**config.mk**
```make
export PLATFORM = sky130hd
export DESIGN_NAME = tpu_host_seq_flat
export DESIGN_NICKNAME = d
export VERILOG_FILES = /design/src/rtl/tpu_host_seq_if.sv /design/src/rtl/tpu_host_seq.sv /design/src/flat_wrapper.sv
export SDC_FILE = /design/constraint.sdc
export NUM_CORES = 1
export LEC_CHECK = 0
export BUFFER_PORTS_ARGS = -buffer_cell sky130_fd_sc_hd__buf_4
export CAP_MARGIN = 20
export CORE_ASPECT_RATIO = 0.75
export CORE_MARGIN = 8
export CORE_UTILIZATION = 45
export CTS_CLUSTER_SIZE = 28
export DETAILED_ROUTE_END_ITERATION = 10
export PLACE_DENSITY = 0.75
export SYNTH_ARGS = -nofsm -noshare
export SYNTH_HDL_FRONTEND = slang
export SYNTH_SLANG_ARGS = --single-unit
```
**constraint.sdc**
```tcl
create_clock -name clk -period 1.8 [get_ports clk]
set_clock_uncertainty 0.05 [all_clocks]
set_input_delay 0.18 -clock clk [delete_from_list [all_inputs] [get_ports clk]]
set_output_delay 0.18 -clock clk [all_outputs]
set_load 0.01 [all_outputs]
```
**src/rtl/tpu_host_seq_if.sv**
```systemverilog
// Host-side byte streams of the TPU host sequencer.
//   s_valid/s_ready/s_data : host -> sequencer operand bytes (A0..A3, B0..B3)
//   m_valid/m_ready/m_data : sequencer -> host result bytes (c00, c01, c10, c11)
// master = the host, slave = the sequencer.
interface tpu_host_seq_if;
    logic       s_valid;
    logic       s_ready;
    logic [7:0] s_data;
    logic       m_valid;
    logic       m_ready;
    logic [7:0] m_data;

    modport master (
        output s_valid, s_data, m_ready,
        input  s_ready, m_valid, m_data
    );

    modport slave (
        input  s_valid, s_data, m_ready,
        output s_ready, m_valid, m_data
    );
endinterface

```
**src/rtl/tpu_host_seq.sv**
```systemverilog
// Sequencer between a byte-stream host and a 2x2 matrix controller.
// Loads eight operand bytes (A0..A3, B0..B3), waits for the controller's done
// (bounded by TIMEOUT cycles), reads the four result bytes into a local buffer
// and streams them back to the host.
//   clk, rst_n   : clock, asynchronous active-low reset
//   host         : slave side of the host byte streams (s_* in, m_* out)
//   load_en, load_sel_ab, load_index, in_data : operand write port
//   done         : controller results available
//   output_en, output_sel, out_data           : result read port
//   busy         : anything in flight (not idle in LOAD)
//   err          : sticky done-timeout flag, cleared only by reset
module tpu_host_seq #(
    parameter int TIMEOUT = 16
) (
    input  logic                 clk,
    input  logic                 rst_n,
    tpu_host_seq_if.slave        host,
    output logic                 load_en,
    output logic                 load_sel_ab,
    output logic [1:0]           load_index,
    output logic [7:0]           in_data,
    input  logic                 done,
    output logic                 output_en,
    output logic [1:0]           output_sel,
    input  logic [7:0]           out_data,
    output logic                 busy,
    output logic                 err
);

    typedef enum logic [1:0] {LOAD, WAIT, READ, SEND} state_t;

    localparam logic [7:0] WAIT_LAST = 8'(TIMEOUT - 1);

    state_t          state_q, state_d;
    logic [2:0]      ld_cnt;
    logic [1:0]      rd_cnt;
    logic [1:0]      tx_cnt;
    logic [7:0]      wait_cnt;
    logic [3:0][7:0] buffer;

    always_ff @(posedge clk or negedge rst_n) begin
        if (!rst_n) begin
            state_q  <= LOAD;
            ld_cnt   <= '0;
            rd_cnt   <= '0;
            tx_cnt   <= '0;
            wait_cnt <= '0;
            buffer   <= '0;
            err      <= 1'b0;
        end else begin
            state_q <= state_d;
            case (state_q)
                LOAD: begin
                    // Every offered byte is taken; ld_cnt wraps to 0 after B3.
                    if (host.s_valid) begin
                        ld_cnt <= ld_cnt + 3'd1;
                        if (ld_cnt == 3'd7) wait_cnt <= '0;
                    end
                end
                WAIT: begin
                    // done wins over a timeout landing on the same edge.
                    if (done) begin
                        rd_cnt <= '0;
                    end else if (wait_cnt == WAIT_LAST) begin
                        err <= 1'b1;
                    end else begin
                        wait_cnt <= wait_cnt + 8'd1;
                    end
                end
                READ: begin
                    // out_data is combinational from output_sel, so it is
                    // valid for the current rd_cnt by the edge.
                    buffer[rd_cnt] <= out_data;
                    rd_cnt         <= rd_cnt + 2'd1;
                    if (rd_cnt == 2'd3) tx_cnt <= '0;
                end
                SEND: begin
                    if (host.m_ready) tx_cnt <= tx_cnt + 2'd1;
                end
                default: ;
            endcase
        end
    end

    always_comb begin
        state_d      = state_q;
        host.s_ready = 1'b0;
        host.m_valid = 1'b0;
        host.m_data  = '0;
        load_en      = 1'b0;
        load_sel_ab  = 1'b0;
        load_index   = '0;
        in_data      = '0;
        output_en    = 1'b0;
        output_sel   = '0;
        busy         = !(state_q == LOAD && ld_cnt == 3'd0);

        case (state_q)
            LOAD: begin
                host.s_ready = 1'b1;
                load_en      = host.s_valid;
                in_data      = host.s_data;
                load_sel_ab  = ld_cnt[2];
                load_index   = ld_cnt[1:0];
                if (host.s_valid && ld_cnt == 3'd7) state_d = WAIT;
            end
            WAIT: begin
                if (done)                        state_d = READ;
                else if (wait_cnt == WAIT_LAST)  state_d = LOAD;
            end
            READ: begin
                // Runs all four reads regardless of done dropping meanwhile.
                output_en  = 1'b1;
                output_sel = rd_cnt;
                if (rd_cnt == 2'd3) state_d = SEND;
            end
            SEND: begin
                host.m_valid = 1'b1;
                host.m_data  = buffer[tx_cnt];
                if (host.m_ready && tx_cnt == 2'd3) state_d = LOAD;
            end
            default: state_d = LOAD;
        endcase
    end

endmodule

```
**src/flat_wrapper.sv**
```systemverilog
// flat-port wrapper written by rule: the top's interface ports become plain ports
module tpu_host_seq_flat 
#(
    parameter int TIMEOUT = 16
)
  (clk, rst_n, load_en, load_sel_ab, load_index, in_data, done, output_en, output_sel, out_data, busy, err, host_s_valid, host_s_data, host_m_ready, host_s_ready, host_m_valid, host_m_data);
  tpu_host_seq_if host_i ();
  input  logic clk;
  input  logic rst_n;
  output logic load_en;
  output logic load_sel_ab;
  output logic [1:0] load_index;
  output logic [7:0] in_data;
  input  logic done;
  output logic output_en;
  output logic [1:0] output_sel;
  input  logic [7:0] out_data;
  output logic busy;
  output logic err;
  input wire logic [$bits(host_i.s_valid)-1:0] host_s_valid;
  input wire logic [$bits(host_i.s_data)-1:0] host_s_data;
  input wire logic [$bits(host_i.m_ready)-1:0] host_m_ready;
  output wire logic [$bits(host_i.s_ready)-1:0] host_s_ready;
  output wire logic [$bits(host_i.m_valid)-1:0] host_m_valid;
  output wire logic [$bits(host_i.m_data)-1:0] host_m_data;
  assign host_i.s_valid = host_s_valid;
  assign host_i.s_data = host_s_data;
  assign host_i.m_ready = host_m_ready;
  assign host_s_ready = host_i.s_ready;
  assign host_m_valid = host_i.m_valid;
  assign host_m_data = host_i.m_data;
  tpu_host_seq #(.TIMEOUT(TIMEOUT)) u_core (.clk(clk), .rst_n(rst_n), .host(host_i), .load_en(load_en), .load_sel_ab(load_sel_ab), .load_index(load_index), .in_data(in_data), .done(done), .output_en(output_en), .output_sel(output_sel), .out_data(out_data), .busy(busy), .err(err));
endmodule
```
==> flow_summary.ini, run 1 <==
[global_routing]
grt_pass1_wl_um = 9080
antenna_found_initial = 0
grt_max_degree = 51
grt.overflow.total = 0
grt_pass1_vias = 1801
track_usage_pct = 14.17

[cells_and_area]
diodes = 0
final_cell_area_um2 = 3242
area_growth_pct = 26.82
fillers = 444
drive_above_1_share_pct = 41.22
layout.nets = 291
fin_util_pct = 59.92
stdcell_count = 337

[flow_run]
max_cap_violations = 0

[floorplanning]
die_h_um = 81.27
die_area_um2 = 8373
rows = 23
die_w_um = 103.0
pin_count = 48
initial_utilization_pct = 47.25
core_area_um2 = 5410

[routing]
drt_pass1_iterations = 4
ant_nets = 0
routed_via_density = 5.231
drc = 0
vias = 1763
wl_um = 5446
avgRoutedWirePerCell_um = 16.16
drt_iter0_drc = 66

[timing]
setup_ws_ps = -62.92
fin_crit_sh_pct = 103.5
hold_violations = 0
setup_viol = 8
worstMarginPinSlew_ps = 614.9
fmax_mhz = 536.8
drv_slew = 0
rsz0062_at_grt = true
fin_crit_ps = 1863
max_slew_margin_pct = 59.01

[power]
total_power_mw = 5.454
swShare_pct = 33.67
switching_power_mw = 1.837
p_int_mw = 3.617
power.leakage_nw = 1.468
clkPwrFrac_pct = 15.5
vdd_drop_max_uv = 758.5
power.share.sequential_pct = 37.6
powerDensity_nw_per_um2 = 1682
pwr-share-comb_pct = 47.0

[clock_network]
clockBufferDepth = 2
htreeDepth = 2
cts-root-buf = clkbuf_8
clk_pin_slew_ps = 90
cts_buffers = 5
cts_sinks = 50
cts_tree = yes
clock_latency_ps = 310

[critical_path]
worst-setup-path-type = reg -> out
cp.required_ps = 1570
ff2ff_path_depth = 4
worstSetupEndpointType = primary output
crit_path_end = host_m_data[4]
start_kind = flip-flop
reg2reg_slack_ps = 100
critPathMaxFanout = 5
cp_data_arrival_time_ps = 1630
rr_endpoint = u_core.wait_cnt[3]$_DFFE_PN0P_
regToRegStartpoint = u_core.wait_cnt[4]$_DFFE_PN0P_
crit_start = u_core.tx_cnt[0]$_DFFE_PN0P_

[placement]
place.detailed.hpwl_um = 4029
place_congestion = 0.8568
dp.cells = 327
place_area_um2 = 3035
port_buffers = 47

[synth]
yosysWarnings = 0
syn_area_um2 = 2556
ys_seq_elements = 50
synth_fp_nets = 233
yosysSeqAreaShare_pct = 48.95
synth-async-reset-ratio_pct = 100.0
yosysTopAreaCell = dfrtp_1
avgSynthCellArea_um2 = 12.59
synth_ff_type = dfrtp_1
ys_top_cells_by_area = dfrtp_1, mux2_1, mux4_2
synth_top_area_share_pct = 48.95
synth-edff-count = 0
synth.distinct_cells = 41
synthCells = 203

[outcome]
status = complete, but fails checks
failed_checks = setup timing

[worst_hold_path]
hp-class = in -> reg
-- worst min path at each step --
stage                     start                       endpoint  slack, ps  cells past startpoint
detailed placement        rst_n   u_core.buffer[1]$_DFFE_PN0P_        190                      1
finish                     done   u_core.rd_cnt[1]$_DFFE_PN0P_         30                      2
CTS                        done   u_core.rd_cnt[1]$_DFFE_PN0P_         30                      2
global route        out_data[0]  u_core.buffer[16]$_DFFE_PN0P_         30                      2
floorplan                 rst_n     asynchronous set/reset pin       -170                      0
global placement          rst_n   u_core.buffer[1]$_DFFE_PN0P_        190                      1
-- critical path, cell delays in order (launching register included) --
cell and delay, ps:
dfrtp_1 390, buf_6 150, mux4_2 500, and2_4 170
buf_6 110
-- sequential cells by signal, indices dropped and copies added, names as in the netlist, named ones only --
signal	flops
u_core.rd_cnt	2
u_core.buffer	32
u_core.err	1
u_core.wait_cnt	8
u_core.ld_cnt	3
u_core.state_q	1
u_core.tx_cnt	2
-- stage by stage --
step | hold slack, ps | worst slack, ps | setup TNS, ps
detailed placement | 189.9 | 116.8 | 0
CTS | 27.96 | -75.03 | -435.6
finish | 32.72 | -62.92 | -334.5
global placement | 189.1 | 149.6 | 0
global route | 33.29 | -135.1 | -832.8
floorplan | -165.6 | 165.3 | 0
-- metal layers --
| layer | vias up | GRT usage [%] | wire [um] |
|---|---|---|---|
| met1 | 894 | 17.07 | 2463 |
| met2 | 29 | 23.46 | 2698 |
| li1 | 838 | - | - |
| met3 | 2 | 4.697 | 247 |
| met5 | - | 0 | 0 |
| met4 | 0 | 4.748 | 38 |
-- power by group through the flow --
stage | Combinational, mW | Clock, mW | Sequential (mW)
floorplan | 1.70 | 0 | 1.87
global placement | 2.30 | 0 | 2.01
detailed placement | 2.37 | 0 | 2.05
CTS | 2.59 | 0.860 | 2.03
global route | 2.82 | 0.916 | 2.12
finish | 2.56 | 0.844 | 2.05
-- layout make-up --
type	count	area [um^2]	area share (%)
multi-input combinational	138	1262	38.94
sequential	50	1255	38.71
timing repair buffer	59	483.0	14.90
tap	75	93.84	2.895
clock buffer	6	82.58	2.547
clock inverter	2	38.79	1.196
inverter	7	26.28	0.8105
-- kinds of logic (layout without fill, tap and decap cells) --
family / after synthesis / after routing / share of synthesized area [%]
AND/OR/NAND/NOR: 60 / 60 / 13.56
flip-flops: 50 / 50 / 48.95
multiplexers: 42 / 42 / 22.03
AO/OA/AOI/OAI: 24 / 24 / 7.343
buffers and inverters: 15 / 74 / 2.692
adder cells (fa/ha/maj): 9 / 9 / 4.405
XOR/XNOR: 3 / 3 / 1.028
-- Yosys cell counts (2+ instances only) --
cell type  number
o22ai_1         2
nand3b_1        2
mux4_2          8
buf_2           4
ha_1            9
a21oi_1         3
nand3_1         6
nand2_2         3
o21ai_0         4
nor2_1          7
mux2_1         25
nor3_1          5
a22o_1          3
nor2b_1         2
inv_1           7
nand2_1         7
clkbuf_1        3
nand2b_1        2
and3_1          2
and2_1         20
xnor2_1         2
mux2_2          9
dfrtp_1        50
-- layout by cell type (no fill, tap or decap), types with 2 or more instances in the layout --
cell and count:
buf_4 48, dfrtp_1 47, mux2_1 25, and2_1 11
buf_6 10, mux2_2 9, ha_1 9, mux4_2 8
and2_4 8, inv_1 7, nand2_1 7, nand3_1 6
nor2_1 6, clkbuf_8 6, nor3_1 5, o21ai_0 4
a22o_1 3, nand2_2 3, a21oi_1 3, dfrtp_2 3
nand3b_1 2, nand2b_1 2, and3_1 2, xnor2_1 2
o22ai_1 2
-- repair_timing --
item / in CTS / in global routing
resized for setup: 19 / 5
endpoints found under the hold margin: 50 / 0
pin swaps: 3 / 0
setup buffers: 1 / 0
endpoints found under the setup margin: 8 / 21
hold buffers: 1 / 0
gates cloned: 0 / 0
Note: power is estimated with default switching activity, not from simulation.
==> run 2: changes to the inputs <==
--- a/config.mk
+++ b/config.mk
@@ -12,7 +12,8 @@
 export CORE_UTILIZATION = 45
 export CTS_CLUSTER_SIZE = 28
 export DETAILED_ROUTE_END_ITERATION = 10
-export PLACE_DENSITY = 0.75
+export PLACE_DENSITY = 0.66
+export SKIP_CTS_REPAIR_TIMING = 1
 export SYNTH_ARGS = -nofsm -noshare
 export SYNTH_HDL_FRONTEND = slang
 export SYNTH_SLANG_ARGS = --single-unit
==> run 2 against run 1 <==
  * The flow still finishes with violations (setup timing)
  * Cell count rose by 1.2%
  * Global-route usage rose by 0.39 points
  * Register-to-register slack barely moved
  * Largest cell class unchanged
  * Flip-flop and latch count did not move
==> flow_summary.ini, run 2 (same netlist as run 1, synthesis figures left out) <==
[outcome]
status = complete, but fails checks
failed_checks = setup timing

[timing]
setup_ws_ps = -75.46
hold_violations = 0
fin_crit_ps = 1875
rsz0062_at_grt = true
fmax_mhz = 533.2
setup_viol = 8
max_slew_margin_pct = 58.26
fin_crit_sh_pct = 104.2
holdWs_ps = 41.01
drv_slew = 0
worstMarginPinSlew_ps = 626.1

[routing]
avgRoutedWirePerCell_um = 16.66
routed_via_density = 5.158
wl_um = 5681
drc = 0
vias = 1759
drt_pass1_iterations = 4
ant_nets = 0
drt_iter0_drc = 66

[global_routing]
grt_pass1_wl_um = 9480
grt.overflow.total = 0
grt_pass1_vias = 1899
antenna_found_initial = 0
track_usage_pct = 14.56
grt_max_degree = 51

[floorplanning]
die_h_um = 81.27
rows = 23
die_w_um = 103.0
initial_utilization_pct = 47.25
core_area_um2 = 5410
pin_count = 48
die_area_um2 = 8373

[placement]
port_buffers = 47
place.detailed.hpwl_um = 4131
preCtsSetupSlack_ps = 100.4
place_congestion = 0.7468

[critical_path]
critPathMaxFanout = 4
crit_path_cell_trace = buf_6 > mux4_2 > and2_4 > buf_6
cp_slowest_cell = mux4_2
crit_buf_inv = 2
cp_top_family = multiplexers
start_kind = flip-flop
cp.required_ps = 1570
worst-setup-path-type = reg -> out
cp_data_arrival_time_ps = 1650
worstSetupEndpointType = primary output
critPathMaxStageDelay_ps = 490
cp_common_cell = buf_6

[cells_and_area]
diodes = 0
drive_above_1_share_pct = 42.48
largest_reg_flops = 32
top_register = u_core.buffer
fillers = 450
final_common_cell = buf_4
largest_registers = u_core.buffer x32, u_core.wait_cnt x8, u_core.ld_cnt x3
area_growth_pct = 27.80
layout_common_cells = buf_4, dfrtp_1, mux2_1
layout.nets = 295
fin_util_pct = 60.38

[power]
power.share.sequential_pct = 38.1
clkPwrFrac_pct = 13.5
power.leakage_nw = 1.485
switching_power_mw = 1.867
p_int_mw = 3.557
vdd_drop_max_uv = 678.8
pwr-share-comb_pct = 48.4
powerDensity_nw_per_um2 = 1660
swShare_pct = 34.43

[clock_network]
cts_tree = yes
clk_pin_slew_ps = 90
cts_sinks = 50
clock_latency_ps = 300
clockBufferDepth = 2
cts_buffers = 5
cts-root-buf = clkbuf_8
htreeDepth = 2

[flow_run]
max_cap_violations = 0

[worst_hold_path]
hp-class = in -> reg
==> run 2: metrics by stage <==
stage | TNS (ps) | area, um^2 | instances | total power, mW
after global placement | 0 | 3035 | 327 | 4.342
after global routing | -1031 | 3267 | 341 | 5.826
after CTS | -2882 | 3141 | 335 | 5.170
final | -566.7 | 3267 | 341 | 5.424
after floorplan | 0 | 2556 | 203 | 3.567
after detailed placement | 0 | 3035 | 327 | 4.429
==> run 2: final timing paths <==
path / from / cells after the start / slack (ps) / to
min in group asynchronous: rst_n / 2 / 400 / u_core.buffer[11]$_DFFE_PN0P_
max in group asynchronous: rst_n / 2 / 830 / u_core.state_q[0]$_DFFE_PN0P_
hold / removal: done / 2 / 40 / u_core.rd_cnt[1]$_DFFE_PN0P_
hold reg to reg: u_core.buffer[26]$_DFFE_PN0P_ / 1 / 450 / u_core.buffer[26]$_DFFE_PN0P_
setup reg to reg: u_core.wait_cnt[5]$_DFFE_PN0P_ / 4 / 90 / u_core.wait_cnt[3]$_DFFE_PN0P_
setup / recovery: u_core.tx_cnt[0]$_DFFE_PN0P_ / 4 / -80 / host_m_data[1]
==> run 2: power groups by stage <==
stage | Clock [mW] | Combinational (mW) | Sequential [mW]
5_1_grt | 0.794 | 2.89 | 2.14
3_5_place_dp | 0 | 2.36 | 2.07
4_1_cts | 0.751 | 2.37 | 2.05
2_1_floorplan | 0 | 1.70 | 1.87
3_3_place_gp | 0 | 2.29 | 2.05
6_report | 0.730 | 2.63 | 2.07
==> run 2: per-layer routing <==
metal	vias to the layer above	global-route usage, %	share of wire [%]
li1	853	-	-
met1	876	19.38	48
met2	25	23.33	48
met3	5	2.733	3.8
met4	0	5.036	1.1
met5	-	0	0
==> run 2: cell type report <==
class / count / area, um^2 / area share [%]
multi-input cells: 138 / 1280 / 39.18
flip-flops and latches: 50 / 1256 / 38.45
repair buffers: 63 / 505.5 / 15.47
clock buffers: 7 / 96.34 / 2.949
well taps: 75 / 93.84 / 2.872
inverters: 7 / 26.28 / 0.8043
clock inverters: 1 / 8.758 / 0.2681
==> run 3: changes to the inputs <==
--- a/config.mk
+++ b/config.mk
@@ -5,6 +5,7 @@
 export SDC_FILE = /design/constraint.sdc
 export NUM_CORES = 1
 export LEC_CHECK = 0
+export ABC_AREA = 1
 export BUFFER_PORTS_ARGS = -buffer_cell sky130_fd_sc_hd__buf_4
 export CAP_MARGIN = 20
 export CORE_ASPECT_RATIO = 0.75
==> run 3 against run 2 <==
  * The flow now finishes without violations
  * Utilization down 2.2 points
  * Die area up 0.28%
  * Global-route usage rose by 0.90 points
  * Sequential share of layout area rose by 1.3 points
  * Via count grew 25%
  * Register-to-register slack better by 160 ps
  * Synthesized cell count grew 58%
==> flow_summary.ini, run 3 <==
[global_routing]
grt_pass1_vias = 2170
grt.overflow.total = 0
gr-usage-met1_pct = 20.92
grt_pass1_wl_um = 10250
track_usage_pct = 15.46
busiest_layer = met2
grt_max_degree = 51
use_met3_pct = 4.099
antenna_found_initial = 0
grt_util_met2_pct = 23.52

[clock_network]
cts_tree = yes
cts_sinks = 50
cts_buffers = 5
clockBufferDepth = 2
cts-root-buf = clkbuf_8
clock_latency_ps = 300
htreeDepth = 2
clk_pin_slew_ps = 90

[timing]
rsz0062_at_grt = true
hold_violations = 0
worstMarginPinSlew_ps = 633.2
setup_viol = 0
holdWs_ps = 20.52
fmax_mhz = 574.4
drv_slew = 0
setup_ws_ps = 59.10
fin_tns_setup_ps = 0
max_slew_margin_pct = 57.79
fin_crit_ps = 1741
fin_crit_sh_pct = 96.72

[critical_path]
crit_path_end = host_m_data[4]
start_kind = flip-flop
cp_slowest_cell = dfrtp_1
critPathMaxStageDelay_ps = 390
ff2ff_path_depth = 5
cp.depth = 6
cp.required_ps = 1570
worst-setup-path-type = reg -> out
crit_start = u_core.tx_cnt[1]$_DFFE_PN0P_
cp_top_family = buffers and inverters
crit_buf_inv = 3
rr_endpoint = u_core.state_q[0]$_DFFE_PN0P_
worstSetupEndpointType = primary output
regToRegStartpoint = u_core.wait_cnt[0]$_DFFE_PN0P_
cp_data_arrival_time_ps = 1510
critPathMaxFanout = 7
crit_path_cell_trace = clkinvlp_4 > buf_6 > nor2_4 > o21ai_1 > a21oi_1 > buf_4
reg2reg_slack_ps = 250

[synth]
synth_fp_nets = 351
ys_seq_elements = 50
avgSynthCellArea_um2 = 7.991
synth-edff-count = 0
yosysSeqAreaShare_pct = 48.78
synth-async-reset-ratio_pct = 100.0
yosysWarnings = 0
synth.distinct_cells = 26
ys_top_cells_by_area = dfrtp_1, nand2_1, nor2_1
syn_area_um2 = 2565
synth_ff_type = dfrtp_1
synth_top_area_share_pct = 48.78
synth_common_cells = nand2_1, nor2_1, dfrtp_1, o21ai_1, inv_1
synthCells = 321
yosysTopAreaCell = dfrtp_1
synth.most_common_cell = nand2_1

[cells_and_area]
final_cell_area_um2 = 3148
top_register = u_core.buffer
regArea_um2 = 1251
final_common_cell = nand2_1
largest_reg_flops = 32
stdcell_count = 448
drive_above_1_share_pct = 21.45
layout_common_cells = nand2_1, nor2_1, dfrtp_1
layout.nets = 402
area_growth_pct = 22.73
diodes = 0
largest_registers = u_core.buffer x32, u_core.wait_cnt x8, u_core.ld_cnt x3
multi_input_area_um2 = 1147
fillers = 519

[placement]
place_area_um2 = 2967
place.detailed.hpwl_um = 4311
port_buffers = 47
dp.cells = 437
preCtsSetupSlack_ps = 241.0
place_congestion = 0.7826

[routing]
wl_um = 5992
vias = 2192
drc = 0
avgRoutedWirePerCell_um = 13.38
drt_pass1_iterations = 4
ant_nets = 0
routed_via_density = 4.893
drt_iter0_drc = 139

[floorplanning]
core_area_um2 = 5410
rows = 23
die_h_um = 81.39
initial_utilization_pct = 47.41
die_w_um = 103.2
pin_count = 48
die_area_um2 = 8397

[flow_run]
max_cap_violations = 0

[power]
powerDensity_nw_per_um2 = 1668
power.leakage_nw = 1.662
vdd_drop_max_uv = 610.8

[outcome]
status = finished, final reports clean

[worst_hold_path]
hp-class = in -> reg
hold_depth = 2
-- run 3: power breakdown --
part | switching, mW | total (mW) | internal [mW]
Combinational | 1.48 | 2.50 | 1.03
Clock | 0.366 | 0.782 | 0.416
Sequential | 0.340 | 1.96 | 1.62
Total | 2.18 | 5.25 | 3.07
-- run 3: cells by family after synthesis --
logic type / synth area share (%)
AOI/OAI and AO/OA: 14.68
xor gates and xnor gates: 1.025
adders and majority gates: 4.390
buffers and inverters: 7.561
DFF: 48.78
and+or+nand+nor: 23.56
-- run 3: metal layers --
layer  vias up  routed length (um)
met1      1020                3105
met2        39                2537
met5         -                   0
met3         8                 279
met4         0                  70
li1       1125                   -
-- run 3: cell type report --
cell class,count,share of cell area (%)
flip-flops and latches,50,39.75
clock buffers,7,2.424
well taps,75,2.981
inverters,33,4.372
repair buffers,53,13.08
multi-input cells,229,36.45
clock inverters,1,0.9539
-- run 3: metrics by stage --
step / util, % / power [mW]
after detailed placement: 54.83 / 4.342
final: 58.19 / 5.250
after CTS: 56.80 / 5.131
after floorplan: - / 3.514
after global placement: 54.83 / 4.282
after global routing: 58.19 / 5.739
-- run 3: worst min path at each step --
stage / from / to / slack [ps]
3_3_place_gp: rst_n / u_core.ld_cnt[2]$_DFFE_PN0P_ / 200
4_1_cts: rst_n / u_core.err$_DFFE_PN0P_ / -130
5_1_grt: host_s_valid / u_core.ld_cnt[0]$_DFFE_PN0P_ / 10
2_1_floorplan: rst_n / asynchronous set/reset pin / -170
6_report: host_s_valid / u_core.ld_cnt[0]$_DFFE_PN0P_ / 20
3_5_place_dp: rst_n / u_core.ld_cnt[2]$_DFFE_PN0P_ / 200
